==> src/rtl/inst_mem_loader.sv <==
// Instruction memory with a combinational fetch port and a byte-stream program loader.
// Latency: fetch is combinational; a load costs BPW+1 cycles per word plus one DONE cycle.
// Backpressure: byte_ready is high only in ASSEMBLE, so there is one bubble per word while it is written.
module inst_mem_loader #(
    parameter int    DATA_W    = 16,
    parameter int    ADDR_W    = 8,
    parameter int    BYTE_W    = 8,
    parameter string INIT_FILE = "instructions.data"
) (
    input  logic              clk,
    input  logic              rst,
    input  logic [ADDR_W-1:0] fetch_add,
    output logic [DATA_W-1:0] fetch_dout,
    input  logic              load_start,
    input  logic [ADDR_W-1:0] load_base,
    input  logic [ADDR_W:0]   load_count,
    input  logic              byte_valid,
    input  logic [BYTE_W-1:0] byte_data,
    output logic              byte_ready,
    output logic              load_busy,
    output logic              load_done
);

    localparam int DEPTH  = 1 << ADDR_W;
    localparam int BPW    = DATA_W / BYTE_W;
    localparam int BEAT_W = (BPW > 1) ? $clog2(BPW) : 1;

    // A word must split into whole beats, otherwise assembly would leave a ragged top slice.
    if (DATA_W % BYTE_W != 0) begin : g_bad_width
        $fatal(1, "inst_mem_loader: DATA_W must be a multiple of BYTE_W");
    end

    typedef enum logic [1:0] {
        S_IDLE     = 2'd0,
        S_ASSEMBLE = 2'd1,
        S_WRITE    = 2'd2,
        S_DONE     = 2'd3
    } state_t;

    state_t              r_state;
    state_t              w_state_nxt;
    logic [DATA_W-1:0]   r_mem [DEPTH];
    logic [ADDR_W-1:0]   r_addr;
    logic [ADDR_W:0]     r_count;
    logic [ADDR_W:0]     r_words;
    logic [BEAT_W-1:0]   r_beat;
    logic [DATA_W-1:0]   r_asm;

    logic                w_beat_acc;
    logic                w_last_beat;
    logic [ADDR_W:0]     w_words_inc;
    logic [DATA_W-1:0]   w_asm_nxt;

    assign fetch_dout  = r_mem[fetch_add];
    assign w_beat_acc  = (r_state == S_ASSEMBLE) && byte_valid;
    assign w_last_beat = (r_beat == BEAT_W'(BPW - 1));
    assign w_words_inc = r_words + 1'b1;
    // Shifting left means the first beat of a word ends up in the top slice (big-endian).
    assign w_asm_nxt   = (r_asm << BYTE_W) | DATA_W'(byte_data);

    // State register.
    always_ff @(posedge clk) begin
        if (rst) begin
            r_state <= S_IDLE;
        end else begin
            r_state <= w_state_nxt;
        end
    end

    // Next-state logic; starts are honoured only in IDLE.
    always_comb begin
        w_state_nxt = r_state;
        case (r_state)
            S_IDLE: begin
                if (load_start) begin
                    w_state_nxt = (load_count == '0) ? S_DONE : S_ASSEMBLE;
                end
            end
            S_ASSEMBLE: begin
                if (w_beat_acc && w_last_beat) begin
                    w_state_nxt = S_WRITE;
                end
            end
            S_WRITE: begin
                w_state_nxt = (w_words_inc == r_count) ? S_DONE : S_ASSEMBLE;
            end
            default: begin
                w_state_nxt = S_IDLE;
            end
        endcase
    end

    // Outputs decoded from the current state only.
    always_comb begin
        byte_ready = (r_state == S_ASSEMBLE);
        load_busy  = (r_state != S_IDLE);
        load_done  = (r_state == S_DONE);
    end

    // Load datapath: address, word/beat counters and the assembly register.
    always_ff @(posedge clk) begin
        if (rst) begin
            r_addr  <= '0;
            r_count <= '0;
            r_words <= '0;
            r_beat  <= '0;
            r_asm   <= '0;
        end else begin
            case (r_state)
                S_IDLE: begin
                    if (load_start) begin
                        r_addr  <= load_base;
                        r_count <= load_count;
                        r_words <= '0;
                        r_beat  <= '0;
                        r_asm   <= '0;
                    end
                end
                S_ASSEMBLE: begin
                    if (w_beat_acc) begin
                        r_asm  <= w_asm_nxt;
                        r_beat <= w_last_beat ? '0 : r_beat + 1'b1;
                    end
                end
                S_WRITE: begin
                    r_addr  <= r_addr + 1'b1;
                    r_words <= w_words_inc;
                end
                default: begin
                end
            endcase
        end
    end

    // Memory write port; a reset landing on a WRITE cycle suppresses that write.
    always_ff @(posedge clk) begin
        if (!rst && r_state == S_WRITE) begin
            r_mem[r_addr] <= r_asm;
        end
    end

endmodule

==> config.mk <==
export PLATFORM = sky130hd
export DESIGN_NAME = inst_mem_loader
export DESIGN_NICKNAME = d
export VERILOG_FILES = /design/src/rtl/inst_mem_loader.sv
export SDC_FILE = /design/constraint.sdc
export NUM_CORES = 2
export LEC_CHECK = 0
export BUFFER_PORTS_ARGS = -buffer_cell sky130_fd_sc_hd__buf_2
export CORE_MARGIN = 3
export CORE_UTILIZATION = 57
export CTS_CLUSTER_DIAMETER = 40
export DETAILED_ROUTE_END_ITERATION = 6
export PLACE_DENSITY = 0.78
export SLEW_MARGIN = 20
export SYNTH_ARGS = -nofsm -noshare
export SYNTH_HDL_FRONTEND = slang
export SYNTH_SLANG_ARGS = --single-unit
==> constraint.sdc <==
create_clock -name clk -period 4.29 [get_ports clk]
set_input_delay 0.858 -clock clk [delete_from_list [all_inputs] [get_ports clk]]
set_output_delay 0.858 -clock clk [all_outputs]
set_load 0.02 [all_outputs]
* Word-level counts from Yosys, hierarchy flattened *
Memories as Yosys holds them, arrays and structs flattened.
Cells that the tools add are included.

operators by class
  add/subtract/negate cells = 3
  eq/ne operators = 7
  muxes and demuxes = 18
  bitwise operators = 1
  reductions and logical operators = 13

operators by type and width
  kind                                                    number
  2-to-1 mux 16 bit                                       2
  one-hot mux 16 bit (2 select lines)                     1
  one-hot mux 9 bit (2 select lines)                      1
  bitwise OR 16 x 8 -> 16 bit                             1
  one-hot mux 8 bit (2 select lines)                      1
  adder 9 x 1 -> 9 bit (second input constant)            1
  equality test 9 bit                                     1
  zero test 9 bit                                         1
  2-to-1 mux 9 bit                                        1
  adder 8 x 1 -> 8 bit (second input constant)            1
  2-to-1 mux 2 bit                                        4
  2-to-1 mux 8 bit                                        1
  one-hot mux 2 bit (3 select lines)                      1
  AND reduction 2 bit                                     3
  nonzero test 2 bit                                      3
  2-to-1 mux 1 bit                                        5
  equality test 2 bit (second input constant)             2
  inequality test 2 x 1 -> 1 bit (second input constant)  2
  logical AND 1 bit                                       3
  AND reduction 3 bit                                     1
  equality test 2 x 1 -> 1 bit (second input constant)    1
  zero test 2 bit                                         1
  inequality test 2 bit (second input constant)           1
  one-hot mux 1 bit (2 select lines)                      1
  2 further kinds                                         2

storage, ports and cells
  bits in registers = 45
  memory bits (writable) = 4096
  input port bits = 37
  output and inout bits = 19
  memories kept = 1

memories
  name   depth  width  rd ports  clocked after memory_dff  wr ports  RTL line  text
  r_mem  256    16     1         0                         1         42        logic [DATA_W-1:0] r_mem [DEPTH];

* Longest topological paths before layout *
  depth in word-level cells = 5
  gate-level depth with buffers = 13
  mapped depth without buffers = 7

* Least setup slack after synthesis *
Ideal clock, no wire load.

  path type = flip-flop to flip-flop
  start = register r_asm[0]
  end = memory r_mem[0][0] (data pin)
  library setup time = 0.859 ns
  arrival time = 3.413 ns
  setup slack = 0.018 ns
  cell stages (with the launch flop) = 1
  clock period less this slack = 4.272 ns
  cells stage by stage = dfxtp_1

RTL lines
  item                      RTL line  text
  start: declaration        47        logic [DATA_W-1:0] r_asm;
  start signal: assignment  121       r_asm <= w_asm_nxt;
  end: declaration          42

Straight into the memory's write port.

* Final worst setup path *
  start = input port fetch_add[0]
  end = output port fetch_dout[6]

on the way
  cells in the longest elaborated chain, start to end = 1

RTL lines
  item                   RTL line  text
  start: declaration     12        input logic [ADDR_W-1:0] fetch_add,
  memory (256 x 16 bit)  --
  end: declaration       13        output logic [DATA_W-1:0] fetch_dout,

No other way between the ends.

==> out/qor.yml <==
status: "finished, violations left"
violations: "design-rule violations, negative setup slack"
muxShareOfSynthArea_pct: 15.35
cp-end-kind: "output port"
final_area_mm2: 0.1922
layout_setup_ws_ns: -0.7525
final-setup-viol-count: 16
cts_tree: "done"
drive_above_1_share_pct: 33.09
yosysSeqAreaShare_pct: 76.97
path_buf_inv: 9
start_kind: "input pin"
power_switching_mw: 19.62
synth_fa_ha_area_share_pct: 0.03886
syn_area_per_cell_um2: 21.10
antenna_found_initial: 20
p_int_mw: 69.49
synth_compound_area_share_pct: 3.810
yosysMostFrequentCell: "edfxtp_1"
rsz0062_at_grt: "true"
clk_pin_slew_ns: 0.06
required_ns: 3.43
post_dp_cell_area_mm2: 0.1726
cts_max_level: 5
first_pass_iters: 7
syn_nets: 7672
maxCapViolCount: 0
grt_max_degree: 157
die_w_um: 537.4
pre_cts_ws_ns: -1.240
numCtsBuffers: 452
hold_class: "input pin to flop"
max_stage_delay_ns: 0.61
p_leak_nw: 65.64
path_max_fanout: 7
yosysUniqueCellTypes: 55
gp_congestion: 0.9711
finalCritPeriodShare_pct: 117.5
synth_top_family_by_area: "multiplexers"
grt_pass1_wl_um: 675500
instances_no_fill: 12975
coreArea_mm2: 0.2801
remaining_drc_errors: 1
path_delay_family: "buffers and inverters"
ir_drop_mv: 0.4412
power_mw: 89.11
grt_use_total_pct: 32.96
io_pins: 56
maxSlewHeadroom_pct: 16.26
synthCells: 7630
synth_common_cells: "edfxtp_1 (4096), mux4_2 (736), mux2i_1 (573), nor2_1 (354), o221ai_1 (260)"
place_hpwl_um: 261300
yosys_most_used_dff: "edfxtp_1"
port_buffers: 55
critPathArrivalTime_ns: 4.18
synthTopCellsByArea: "edfxtp_1 (76%), mux4_2 (10%), mux2i_1 (3.6%)"
yosysWarnings: 0
critPathSlowestCell: "nor4_4"
area_delta_synth_final_pct: 19.43
pwr-share-clk_pct: 45.4
rows: 194
die_y_um: 537.4
drv_slew: 0
fin_hold_ws_ns: 0.1617
max_freq_ghz: 0.1983
cts_hold_buf: 0
viasPerCell: 7.178
synth_edf_count: 4096
tightestPinTransition_ns: 1.256
hold_viol: 0
min_period_ns: 5.043
wl_per_cell_um: 37.83
clock_sink_count: 4141
worstPathCellList: "buf_16 -> buf_16 -> buf_12 -> buf_16 -> buf_12 -> buf_12 -> mux2i_2 -> o221ai_1 -> buf_4 -> o22ai_4 -> a21oi_4 -> nand4_1 -> nor4_4 -> buf_4 -> buf_6"
wl_um: 490800
p_per_area_mw_per_mm2: 463.5
combinationalPowerShare_pct: 5.0
nFillCells: 15616
synth_top_cell_by_area: "edfxtp_1"
dp_cells: 11981
cts_root_buffer: "clkbuf_16"
synth-async-reset-ratio_pct: 0
synth_top_area_share_pct: 76.41
overflow: 0
drt_iter0_drc: 15885
vias: 93137
synth_xor_area_share_pct: 0.05985
fin_nets: 8887
synth_seq_cells: 4141
clk_path_buf_depth: 4
seq_power_share_pct: 49.6
grt_pass1_vias: 90594
p_sw_share_pct: 22.02
synthesis.area_mm2: 0.1610
worstSetupPathType: "input pin to output port"
clock_latency_ns: 1.02
start_util_pct: 57.47
final_antenna_net_count: 0
yosys.area_share.simple_pct: 1.846
dieArea_mm2: 0.2888
clock_skew_ns: 0.09897
[stage by stage]
step	utilization, %	TNS [ns]
3_5_place_dp	61.62	-14.34
4_1_cts	68.17	-4.672
2_1_floorplan	-	0
5_1_grt	68.62	-7.895
6_report	68.63	-8.440
3_3_place_gp	61.62	-15.21
[power groups by stage]
stage	logic, mW	clock network (mW)	registers [mW]
2_1_floorplan	2.01	0	45.1
3_3_place_gp	3.63	0	45.0
3_5_place_dp	3.71	0	45.0
4_1_cts	4.13	40.3	44.2
5_1_grt	4.51	42.0	44.2
6_report	4.45	40.5	44.2
[flip-flops by register name (all words and copies together) (netlist names)]
| register | cells |
|---|---|
| r_count | 9 |
| r_addr | 8 |
| r_beat | 1 |
| r_asm | 16 |
| r_words | 9 |
| r_mem | 4096 |
| r_state | 2 |
[cell families after synthesis]
family          after synthesis
compound gates              870
buf+inv                     479
flops                      4141
xor+xnor                     11
fa+ha+maj                     5
mux                        1455
simple gates                669
[placed cells by master, fill, tap and decap left out, drive strengths merged, types with 38 or more instances in the layout]
master,count
nand2,82
o221ai,260
a21oi,207
nor3,91
o22ai,166
clkbuf,520
bufinv,63
o21ai,42
inv,59
dfxtp,45
edfxtp,4096
buf,1220
mux2,96
mux2i,573
nor2,354
clkinv,165
a22oi,56
mux4,786
clkinvlp,43
nand3,38
[tightest hold or removal path: stages]
cell and delay, ns:
buf_2 0.07, a22oi_1 0.06, nor2_1 0.08
[worst paths after layout]
check	from	end	slack [ns]	cells after the start
setup / recovery	fetch_add[0]	fetch_dout[6]	-0.75	15
hold / removal	byte_data[2]	r_asm[2]	0.16	3
setup reg to reg	r_state[0]	r_mem[118][2]	0.74	7
hold reg to reg	r_count[5]	r_count[5]	0.47	2
[what timing repair did]
item                       CTS  global route
setup endpoints to repair   16            16
gates resized for setup    357           124
buffers inserted            56            78
pin swaps                   74            83
cloned                      18             2
[final cells by class]
type / count / area [um^2] / area share [%]
sequential: 4141 / 124000 / 64.48
multi-input combinational: 3010 / 35800 / 18.62
timing repair buffer: 1233 / 12170 / 6.328
clock buffer: 518 / 11660 / 6.068
tap: 3724 / 4659 / 2.424
clock inverter: 323 / 3916 / 2.037
antenna: 19 / 47.55 / 0.02473
inverter: 7 / 36.28 / 0.01887
[layer usage]
layer  wire length (um)  part of all wire, %  up-vias  GRT usage [%]
met5                244                0.050        -         0.6414
met4              35130                  7.2       10          18.14
met3              69220                   14     1945          8.917
met2             231300                   47     9451          51.70
met1             154900                   32    46915          42.24
li1                   -                    -    34816              -
Power figures use the tool's default switching activity.
